`config.mk`:
```
export PLATFORM = sky130hd
export DESIGN_NAME = rgb_pwm_fader_flat
export DESIGN_NICKNAME = d
export VERILOG_FILES = /design/src/rtl/rgb_pwm_fader_if.sv /design/src/rtl/rgb_pwm_fader.sv /design/src/flat_wrapper.sv
export SDC_FILE = /design/constraint.sdc
export NUM_CORES = 1
export LEC_CHECK = 0
export ABC_AREA = 1
export BUFFER_PORTS_ARGS = -buffer_cell sky130_fd_sc_hd__buf_4
export CORE_AREA = 2 2 117 119
export DETAILED_ROUTE_END_ITERATION = 6
export DIE_AREA = 0 0 119 121
export PLACE_DENSITY = 0.72
export SETUP_SLACK_MARGIN = 0.05
export SLEW_MARGIN = 5
export SYNTH_ARGS = -nofsm -noshare
export SYNTH_HDL_FRONTEND = slang
export SYNTH_SLANG_ARGS = --single-unit
```
`constraint.sdc`:
```
create_clock -name clk -period 4.7 [get_ports clk]
set_input_delay 0.705 -clock clk [delete_from_list [all_inputs] [get_ports clk]]
set_output_delay 0.705 -clock clk [all_outputs]
set_load 0.01 [all_outputs]
```
`src/rtl/rgb_pwm_fader_if.sv`:
```
`default_nettype none
// ----------------------------------------------------------------------------
// rgb_pwm_fader_if : colour command handshake (valid/ready, RGB levels, fade)
// Rev 1.0
// ----------------------------------------------------------------------------
interface rgb_pwm_fader_if #(
  parameter int PWM_BITS = 8
);
  logic                cmd_valid;
  logic                cmd_ready;
  logic [PWM_BITS-1:0] cmd_red;
  logic [PWM_BITS-1:0] cmd_green;
  logic [PWM_BITS-1:0] cmd_blue;
  logic                cmd_fade;

  modport master (
    output cmd_valid, cmd_red, cmd_green, cmd_blue, cmd_fade,
    input  cmd_ready
  );

  modport slave (
    input  cmd_valid, cmd_red, cmd_green, cmd_blue, cmd_fade,
    output cmd_ready
  );
endinterface
`default_nettype wire

```
`src/rtl/rgb_pwm_fader.sv`:
```
`default_nettype none
// ----------------------------------------------------------------------------
// rgb_pwm_fader : RGB level holder with linear fader and glitch-free PWM
// Rev 1.0
// ----------------------------------------------------------------------------
module rgb_pwm_fader #(
  parameter int PWM_BITS = 8,
  parameter int FADE_DIV = 187500
) (
  input  wire logic      clk,
  input  wire logic      rst,
  rgb_pwm_fader_if.slave cmd,
  output logic           pwm_red,
  output logic           pwm_green,
  output logic           pwm_blue,
  output logic           busy
);
  localparam int                   c_PRESC_W   = $clog2(FADE_DIV);
  localparam logic [c_PRESC_W-1:0] c_PRESC_MAX = c_PRESC_W'(FADE_DIV - 1);

  typedef enum logic [0:0] {
    IDLE   = 1'b0,
    FADING = 1'b1
  } state_t;

  state_t                    r_state;
  state_t                    w_state_nxt;
  logic [2:0][PWM_BITS-1:0]  w_cmd_lvl;
  logic [2:0][PWM_BITS-1:0]  r_cur;
  logic [2:0][PWM_BITS-1:0]  r_tgt;
  logic [2:0][PWM_BITS-1:0]  r_duty;
  logic [2:0][PWM_BITS-1:0]  w_cur_nxt;
  logic [2:0][PWM_BITS-1:0]  w_tgt_nxt;
  logic [2:0][PWM_BITS-1:0]  w_step;
  logic [PWM_BITS-1:0]       r_cnt;
  logic [c_PRESC_W-1:0]      r_presc;
  logic [c_PRESC_W-1:0]      w_presc_nxt;
  logic [2:0]                r_pwm;
  logic                      r_ready;
  logic                      r_busy;
  logic                      w_accept;
  logic                      w_tick;

  // Channel index 0 = red, 1 = green, 2 = blue
  assign w_cmd_lvl = {cmd.cmd_blue, cmd.cmd_green, cmd.cmd_red};
  assign w_accept  = cmd.cmd_valid & r_ready;
  assign w_tick    = (r_presc == c_PRESC_MAX);

  always_comb begin
    w_step = r_cur;
    for (int i = 0; i < 3; i++) begin
      if (r_cur[i] < r_tgt[i]) begin
        w_step[i] = r_cur[i] + 1'b1;
      end else if (r_cur[i] > r_tgt[i]) begin
        w_step[i] = r_cur[i] - 1'b1;
      end
    end
  end

  always_comb begin
    w_state_nxt = r_state;
    w_cur_nxt   = r_cur;
    w_tgt_nxt   = r_tgt;
    w_presc_nxt = r_presc;
    case (r_state)
      IDLE: begin
        if (w_accept) begin
          w_tgt_nxt = w_cmd_lvl;
          if (!cmd.cmd_fade) begin
            w_cur_nxt = w_cmd_lvl;
          end else begin
            w_presc_nxt = '0;
            if (w_cmd_lvl != r_cur) begin
              w_state_nxt = FADING;
            end
          end
        end
      end
      FADING: begin
        if (w_tick) begin
          w_presc_nxt = '0;
          w_cur_nxt   = w_step;
          if (w_step == r_tgt) begin
            w_state_nxt = IDLE;
          end
        end else begin
          w_presc_nxt = r_presc + 1'b1;
        end
      end
      default: w_state_nxt = IDLE;
    endcase
  end

  // ready/busy follow the next state so they flip on the same edge as the FSM
  always_ff @(posedge clk or posedge rst) begin
    if (rst) begin
      r_state <= IDLE;
      r_cur   <= '0;
      r_tgt   <= '0;
      r_presc <= '0;
      r_ready <= 1'b0;
      r_busy  <= 1'b0;
    end else begin
      r_state <= w_state_nxt;
      r_cur   <= w_cur_nxt;
      r_tgt   <= w_tgt_nxt;
      r_presc <= w_presc_nxt;
      r_ready <= (w_state_nxt == IDLE);
      r_busy  <= (w_state_nxt == FADING);
    end
  end

  // Duty is only reloaded at the period wrap, so no runt pulses appear
  always_ff @(posedge clk or posedge rst) begin
    if (rst) begin
      r_cnt  <= '0;
      r_duty <= '0;
      r_pwm  <= '0;
    end else begin
      r_cnt <= r_cnt + 1'b1;
      for (int i = 0; i < 3; i++) begin
        if (r_cnt == {PWM_BITS{1'b1}}) begin
          r_duty[i] <= r_cur[i];
        end
        r_pwm[i] <= (r_cnt < r_duty[i]);
      end
    end
  end

  assign cmd.cmd_ready = r_ready;
  assign busy          = r_busy;
  assign pwm_red       = r_pwm[0];
  assign pwm_green     = r_pwm[1];
  assign pwm_blue      = r_pwm[2];
endmodule
`default_nettype wire

```
`src/flat_wrapper.sv`:
```
// flat-port wrapper written by rule: the top's interface ports become plain ports
module rgb_pwm_fader_flat 
#(
  parameter int PWM_BITS = 8,
  parameter int FADE_DIV = 187500
)
  (clk, rst, pwm_red, pwm_green, pwm_blue, busy, cmd_cmd_valid, cmd_cmd_red, cmd_cmd_green, cmd_cmd_blue, cmd_cmd_fade, cmd_cmd_ready);
  rgb_pwm_fader_if #(.PWM_BITS(PWM_BITS)) cmd_i ();
  input  wire logic clk;
  input  wire logic rst;
  output logic pwm_red;
  output logic pwm_green;
  output logic pwm_blue;
  output logic busy;
  input wire logic [$bits(cmd_i.cmd_valid)-1:0] cmd_cmd_valid;
  input wire logic [$bits(cmd_i.cmd_red)-1:0] cmd_cmd_red;
  input wire logic [$bits(cmd_i.cmd_green)-1:0] cmd_cmd_green;
  input wire logic [$bits(cmd_i.cmd_blue)-1:0] cmd_cmd_blue;
  input wire logic [$bits(cmd_i.cmd_fade)-1:0] cmd_cmd_fade;
  output wire logic [$bits(cmd_i.cmd_ready)-1:0] cmd_cmd_ready;
  assign cmd_i.cmd_valid = cmd_cmd_valid;
  assign cmd_i.cmd_red = cmd_cmd_red;
  assign cmd_i.cmd_green = cmd_cmd_green;
  assign cmd_i.cmd_blue = cmd_cmd_blue;
  assign cmd_i.cmd_fade = cmd_cmd_fade;
  assign cmd_cmd_ready = cmd_i.cmd_ready;
  rgb_pwm_fader #(.PWM_BITS(PWM_BITS), .FADE_DIV(FADE_DIV)) u_core (.clk(clk), .rst(rst), .cmd(cmd_i), .pwm_red(pwm_red), .pwm_green(pwm_green), .pwm_blue(pwm_blue), .busy(busy));
endmodule
```
==> out/results.tsv, run 1 <==
stage	metric	value	unit
critical_path	end_kind	flip-flop	
synth	synth-edff-count	0	
routing	drtIter0Drc	537	
global_routing	grt-ovfl-total	0	
sta	hold_viol_final	0	
clock_tree	postCtsResizedCells	0	
critical_path	cp_num_buf_inv	3	
critical_path	path_cells	buf_4 > inv_1 > o22ai_4 > buf_4 > o21ai_0 > o22ai_1	
critical_path	cpPeakStageDelay	550	ps
synth	synth_cells	991	
global_routing	grt_pass1_wl	29300	um
clock_tree	cts_root_buf	clkbuf_16	
final_layout	diodes	0	
sta	setup_tns	0	ps
final_layout	fin_util	59.8	%
placement	gp_congestion	0.910	
clock_tree	clkLatencyLatePin	350	ps
clock_tree	cts_hold_buf	0	
floorplan	die_w	119	um
sta	post-route-period-util	57.1	%
routing	vias	6490	
sta	worst_pin_slew	988	ps
job	maxCapViolations	0	
synth	syn-num-nets	1072	
routing	via_per_inst	5.44	
final_layout	areaGrowthSynthToFinish	9.76	%
global_routing	grt_use_total	25.7	%
synth	synth.avg_cell_area	7.19	um^2
critical_path	worstSetupPathType	flip-flop to flip-flop	
floorplan	core	13100	um^2
global_routing	antenna_found_initial	0	
synth	ys.flop_type	dfrtp_1	
floorplan	rows	42	
critical_path	cp_slowest_cell	o22ai_4	
synth	synth_warnings	0	
synth	syn_area	7130	um^2
clock_tree	cts_tree	yes	
sta	setup_viol	0	
final_layout	num-fill-cells	1235	
synth	ys_seq_area_share	36.2	%
clock_tree	clockBufferDepth	2	
floorplan	die_h	121	um
routing	firstDrtPassIters	5	
global_routing	grt_max_degree	79	
critical_path	cp_common_cell	buf_4	
routing	ant_nets	0	
critical_path	worstPathRequired	4960	ps
clock_tree	cts_setup_buffers	0	
final_layout	seqCellArea	2580	um^2
placement	dpl.hpwl	13000	um
clock_tree	clk_pin_slew	70	ps
synth	synth_seq_cells	103	
sta	slew_viol_final	0	
min_path	hold_class	flip-flop to flip-flop	
critical_path	crit_family	buffers and inverters	
placement	port_buffers	32	
routing	wl	17300	um
floorplan	ios	33	
sta	fmax	372	MHz
critical_path	cp_max_fo	33	
global_routing	grt_pass1_vias	5907	
sta	final.min_clock_period	2690	ps
clock_tree	cts_buffers	9	
sta	slew-limit-headroom	34.2	%
final_layout	nNetsFinal	1095	
final_layout	layout-drive-gt1-share	7.96	%
pwr	peakVddDrop	375	uV
final_layout	multiInputGateArea	3990	um^2
pwr	p_per_area	643	nW/um^2
critical_path	worst_ep_arrival_time	2940	ps
synth	yosysUniqueCellTypes	38	
pwr	power.total	5.03	mW
pwr	p_leak	3.81	nW
routing	drc	0	
clock_tree	cts-htree-levels	3	
sta	fin_worst_skew	8.48	ps
floorplan	start_util	54.5	%
clock_tree	clock_sinks	103	
critical_path	startpoint_type	flip-flop	
routing	wl_per_cell	14.5	um
sta	rsz0062_at_grt	false	
floorplan	die_area	14400	um^2
synth	async_flop_share	100	%
outcome	status	complete, no violations	
metal layers:
layer  global-route usage [%]  vias to the layer above  share of wire (%)
met1                     37.2                     2997                 49
met5                        0                        -                  0
met2                     40.4                      154                 45
li1                         -                     3320                  -
met3                     4.75                       19                5.3
met4                     5.06                        0                1.3
synth_stat cells, drive strengths merged (15+ instances only):
cell type	count	area (um^2)
clkbuf	18	67.6
xnor2	15	131
nand3	96	495
a21oi	28	140
o21ai	95	475
nand4	19	125
nand2	278	1050
o22ai	19	119
nor2	71	307
dfrtp	103	2580
inv	126	473
ha	53	663
logic make-up (layout without fill, tap and decap cells):
| group | count (synthesis) | count (layout) | synth area share (%) |
|---|---|---|---|
| AND/OR/NAND/NOR | 495 | 495 | 30.7 |
| flip-flops | 103 | 103 | 36.2 |
| adder cells (fa/ha/maj) | 53 | 53 | 9.31 |
| AO/OA/AOI/OAI | 166 | 166 | 12.9 |
| buffers and inverters | 151 | 178 | 8.08 |
| XOR/XNOR | 23 | 23 | 2.83 |
report_power, final:
part	leakage, nW	internal (mW)	switching (mW)
logic	2.34	0.983	1.86
registers	1.33	1.15	0.313
clock network	0.132	0.387	0.326
worst reg2reg max path, cell delays in order, from the launching register on:
cell and delay [ps]:
dfrtp_1 430, buf_4 390, inv_1 510, o22ai_4 550, buf_4 410, o21ai_0 150, o22ai_1 150
layout by cell type, fill, tap and decap left out, drive strengths merged:
cell and count:
or2 9, ha 53, dfrtp 103, nor4 3
nor3 11, a32o 1, o22ai 19, a21o 3
a21oi 28, nand3 96, o32ai 3, nor2 71
a21boi 3, and2 1, nor3b 2, clkinvlp 1
nand2 278, a31oi 2, clkbuf 13, buf 37
xnor2 15, o21ai 95, inv 126, and2b 1
nand4 19, clkinv 1, o211ai 11, a22o 1
xor2 8, nand3b 4
through the flow:
step | std cells | area, um^2 | setup WS (ps) | hold WS, ps
global placement | 1179 | 7540 | 2050 | 464
floorplan | 991 | 7130 | 1290 | 448
global route | 1194 | 7820 | 1690 | 511
CTS | 1194 | 7820 | 2060 | 488
detailed placement | 1179 | 7540 | 1990 | 469
finish | 1194 | 7820 | 2010 | 484
layout make-up:
| class | count | share of cell area (%) |
|---|---|---|
| Clock buffer | 13 | 3.33 |
| Clock inverter | 2 | 0.208 |
| Inverter | 126 | 6.08 |
| Multi-Input combinational cell | 737 | 51.1 |
| Sequential cell | 103 | 33.0 |
| Tap cell | 176 | 2.82 |
| Timing Repair Buffer | 37 | 3.55 |
path summary, 6_finish.rpt:
kind                                         startpoint                      endpoint  slack [ps]  cells past startpoint
setup / recovery               u_core.r_state$_DFF_PP0_  u_core.r_cur[12]$_DFFE_PP0P_        2010                      6
hold / removal             u_core.r_duty[8]$_DFFE_PP0N_  u_core.r_duty[8]$_DFFE_PP0N_         480                      2
setup reg to reg               u_core.r_state$_DFF_PP0_  u_core.r_cur[12]$_DFFE_PP0P_        2010                      6
hold reg to reg            u_core.r_duty[8]$_DFFE_PP0N_  u_core.r_duty[8]$_DFFE_PP0N_         480                      2
max in group asynchronous                           rst  u_core.r_cur[13]$_DFFE_PP0P_        3170                      3
min in group asynchronous                           rst  u_core.r_tgt[21]$_DFFE_PP0P_         570                      2
registers in the layout, summed over array words and instances, names as in the netlist:
| name | cells |
|---|---|
| u_core.r_cnt | 8 |
| u_core.r_state | 1 |
| u_core.r_duty | 24 |
| u_core.r_cur | 24 |
| u_core.r_pwm | 3 |
| u_core.cmd.cmd_ready | 1 |
| u_core.r_presc | 18 |
| u_core.r_tgt | 24 |
Power figures use the tool's default switching activity.
==> inputs of run 2 (changes only) <==
==> constraint.sdc (replaced) <==
create_clock -name clk -period 2.69 [get_ports clk]
set_input_delay 0.4035 -clock clk [delete_from_list [all_inputs] [get_ports clk]]
set_output_delay 0.4035 -clock clk [all_outputs]
set_load 0.01 [all_outputs]
==> run 2 against run 1 <==
Effect of this change:
- critical path depth increased by 10
- non-clock buffer count increased by 23
- sequential cell count unchanged
- global-route usage increased by 0.053 points
- cell count increased by 2.0%
- first-iteration DRC count decreased by 16%
==> out/results.tsv, run 2 (synthesized netlist as in run 1, its figures left out) <==
stage	metric	value	unit	change
critical_path	path_cells	inv_1 > ha_1 > a21o_1 > nor2_2 > nand2_2 > buf_4 > inv_2 > nand2_1 > nand3_1 > nand2_1 > nand2_1 > nand2_1 > nor2_1 > nand3_1 > nor2_1 > a21oi_1		
final_layout	mostFrequentLayoutCell	nand2_1		
critical_path	cp_max_fo	7		-79%
final_layout	areaGrowthSynthToFinish	13.0	%	
routing	vias	6559		+1.1%
sta	fin_worst_skew	9.44	ps	+0.964 ps
sta	rsz0062_at_grt	false		
pwr	peakVddDrop	595	uV	+59%
routing	firstDrtPassIters	7		+2
global_routing	grt-ovfl-total	0		unchanged
pwr	power.total	9.22	mW	+83%
placement	dpl.hpwl	13400	um	+3.0%
clock_tree	clock_sinks	103		unchanged
pwr	p_leak	3.93	nW	+3.3%
critical_path	cp_common_cell	nand2_1		
clock_tree	postCtsResizedCells	0		unchanged
clock_tree	cts_setup_buffers	0		unchanged
routing	via_per_inst	5.39		-0.93%
placement	placed_area	7740	um^2	+2.6%
critical_path	crit_family	simple AND/OR/NAND/NOR gates		
job	maxCapViolations	0		unchanged
final_layout	layout_common_cells	nand2_1 (269), inv_1 (123), dfrtp_1 (103), nand3_1 (93), o21ai_0 (89)		
final_layout	largest_registers	u_core.r_cur (24), u_core.r_duty (24), u_core.r_tgt (24)		
critical_path	worst_ep_arrival_time	2720	ps	-220 ps
sta	slew-limit-headroom	44.7	%	+10 points
floorplan	die_area	14400	um^2	unchanged
pwr	p_per_area	1140	nW/um^2	+78%
final_layout	nNetsFinal	1118		+2.1%
sta	fmax	404	MHz	+8.6%
floorplan	start_util	54.5	%	unchanged
final_layout	diodes	0		unchanged
final_layout	layout-drive-gt1-share	11.2	%	+3.3 points
global_routing	grt_pass1_wl	29200	um	-0.19%
global_routing	grt_max_degree	49		-38%
clock_tree	clockBufferDepth	2		unchanged
final_layout	fin_area	8050	um^2	+3.0%
clock_tree	clkLatencyLatePin	360	ps	about the same
routing	wl_per_cell	14.7	um	+1.7%
global_routing	antenna_found_initial	0		unchanged
critical_path	startpoint_type	flip-flop		
routing	drc	0		unchanged
critical_path	worstPathRequired	2930	ps	-2030 ps
critical_path	cpPeakStageDelay	350	ps	-200 ps
sta	hold_viol_final	0		unchanged
sta	final.min_clock_period	2470	ps	-212 ps
critical_path	cp_num_buf_inv	3		unchanged
sta	post-route-period-util	91.9	%	+35 points
sta	setup_tns	0	ps	unchanged
clock_tree	cts_tree	yes		
floorplan	ios	33		unchanged
critical_path	cp_slowest_cell	dfrtp_1		
critical_path	worstSetupPathType	flip-flop to flip-flop		
routing	drtIter0Drc	451		-16%
clock_tree	cts_root_buf	clkbuf_16		
floorplan	die_h	121	um	unchanged
clock_tree	cts_buffers	9		unchanged
routing	ant_nets	0		unchanged
critical_path	end_kind	flip-flop		
min_path	hold_class	input pin to async pin		
sta	setup_viol	0		unchanged
sta	worst_pin_slew	828	ps	-159 ps
global_routing	grt_use_total	25.7	%	+0.053 points
routing	wl	17900	um	+3.7%
clock_tree	cts_hold_buf	0		unchanged
sta	hold_ws	194	ps	-290 ps
placement	gp_congestion	0.921		+1.2%
placement	port_buffers	32		unchanged
outcome	status	complete, no violations		
clock_tree	cts-htree-levels	3		unchanged
clock_tree	clk_pin_slew	70	ps	about the same
global_routing	grt_pass1_vias	6013		+1.8%
sta	slew_viol_final	0		unchanged
floorplan	core	13100	um^2	unchanged
floorplan	die_w	119	um	unchanged
floorplan	rows	42		unchanged
[run 2: cell count changes in the layout (fill, tap and decap cells not counted), moves of 2 or more]
cell,previous run,this run
buf_12,0,2
buf_4,37,58
clkbuf_1,2,0
clkinv_2,0,2
inv_6,0,2
nand2_1,274,269
nand2_2,4,8
nor2_1,62,58
nor2_2,4,8
[run 2: area by class of cell]
class / count / area (um^2)
Inverter: 126 / 477
Tap cell: 176 / 220
Timing Repair Buffer: 60 / 475
Fill cell: 1190 / 5030
Clock buffer: 10 / 239
Multi-Input combinational cell: 737 / 4020
Sequential cell: 103 / 2580
Clock inverter: 6 / 43.8
[run 2: per-layer routing]
| layer | up-vias | track usage [%] | share of wire [%] |
|---|---|---|---|
| met2 | 155 | 41.3 | 44 |
| met4 | 0 | 8.56 | 2.1 |
| met5 | - | 0 | 0 |
| li1 | 3362 | - | - |
| met1 | 3020 | 35.0 | 48 |
| met3 | 22 | 5.03 | 5.4 |
[run 2: path summary, 6_finish.rpt]
path / startpoint / end / cells after the start / slack (ps)
hold reg to reg: u_core.r_duty[8]$_DFFE_PP0N_ / u_core.r_duty[8]$_DFFE_PP0N_ / 2 / 480
max in group asynchronous: rst / u_core.r_cur[6]$_DFFE_PP0P_ / 3 / 1810
setup / recovery: u_core.r_tgt[23]$_DFFE_PP0P_ / u_core.r_state$_DFF_PP0_ / 16 / 220
setup reg to reg: u_core.r_tgt[23]$_DFFE_PP0P_ / u_core.r_state$_DFF_PP0_ / 16 / 220
hold / removal: rst / u_core.r_duty[14]$_DFFE_PP0N_ / 2 / 190
min in group clk: cmd_cmd_red[5] / u_core.r_tgt[5]$_DFFE_PP0P_ / 3 / 260
[run 2: worst register-to-register path: stages (launching register included)]
cell and delay (ps):
dfrtp_1 350, inv_1 70, ha_1 320, a21o_1 200, nor2_2 170, nand2_2 130, buf_4 170, inv_2 100
nand2_1 80, nand3_1 100, nand2_1 80, nand2_1 90, nand2_1 90, nor2_1 100, nand3_1 90, nor2_1 130
a21oi_1 80
[run 2: metrics by stage]
| step | setup WS (ps) | std cells | util (%) |
|---|---|---|---|
| after detailed placement | 113 | 1202 | 59.2 |
| after global routing | 34.3 | 1218 | 61.6 |
| after CTS | 107 | 1218 | 61.3 |
| after floorplan | 587 | 991 | - |
| final | 217 | 1218 | 61.6 |
| after global placement | 198 | 1202 | 59.2 |
[run 2: report_power, final]
part	internal, mW	switching (mW)
clock	0.658	0.621
combinational	2.00	3.48
sequential	2.02	0.444
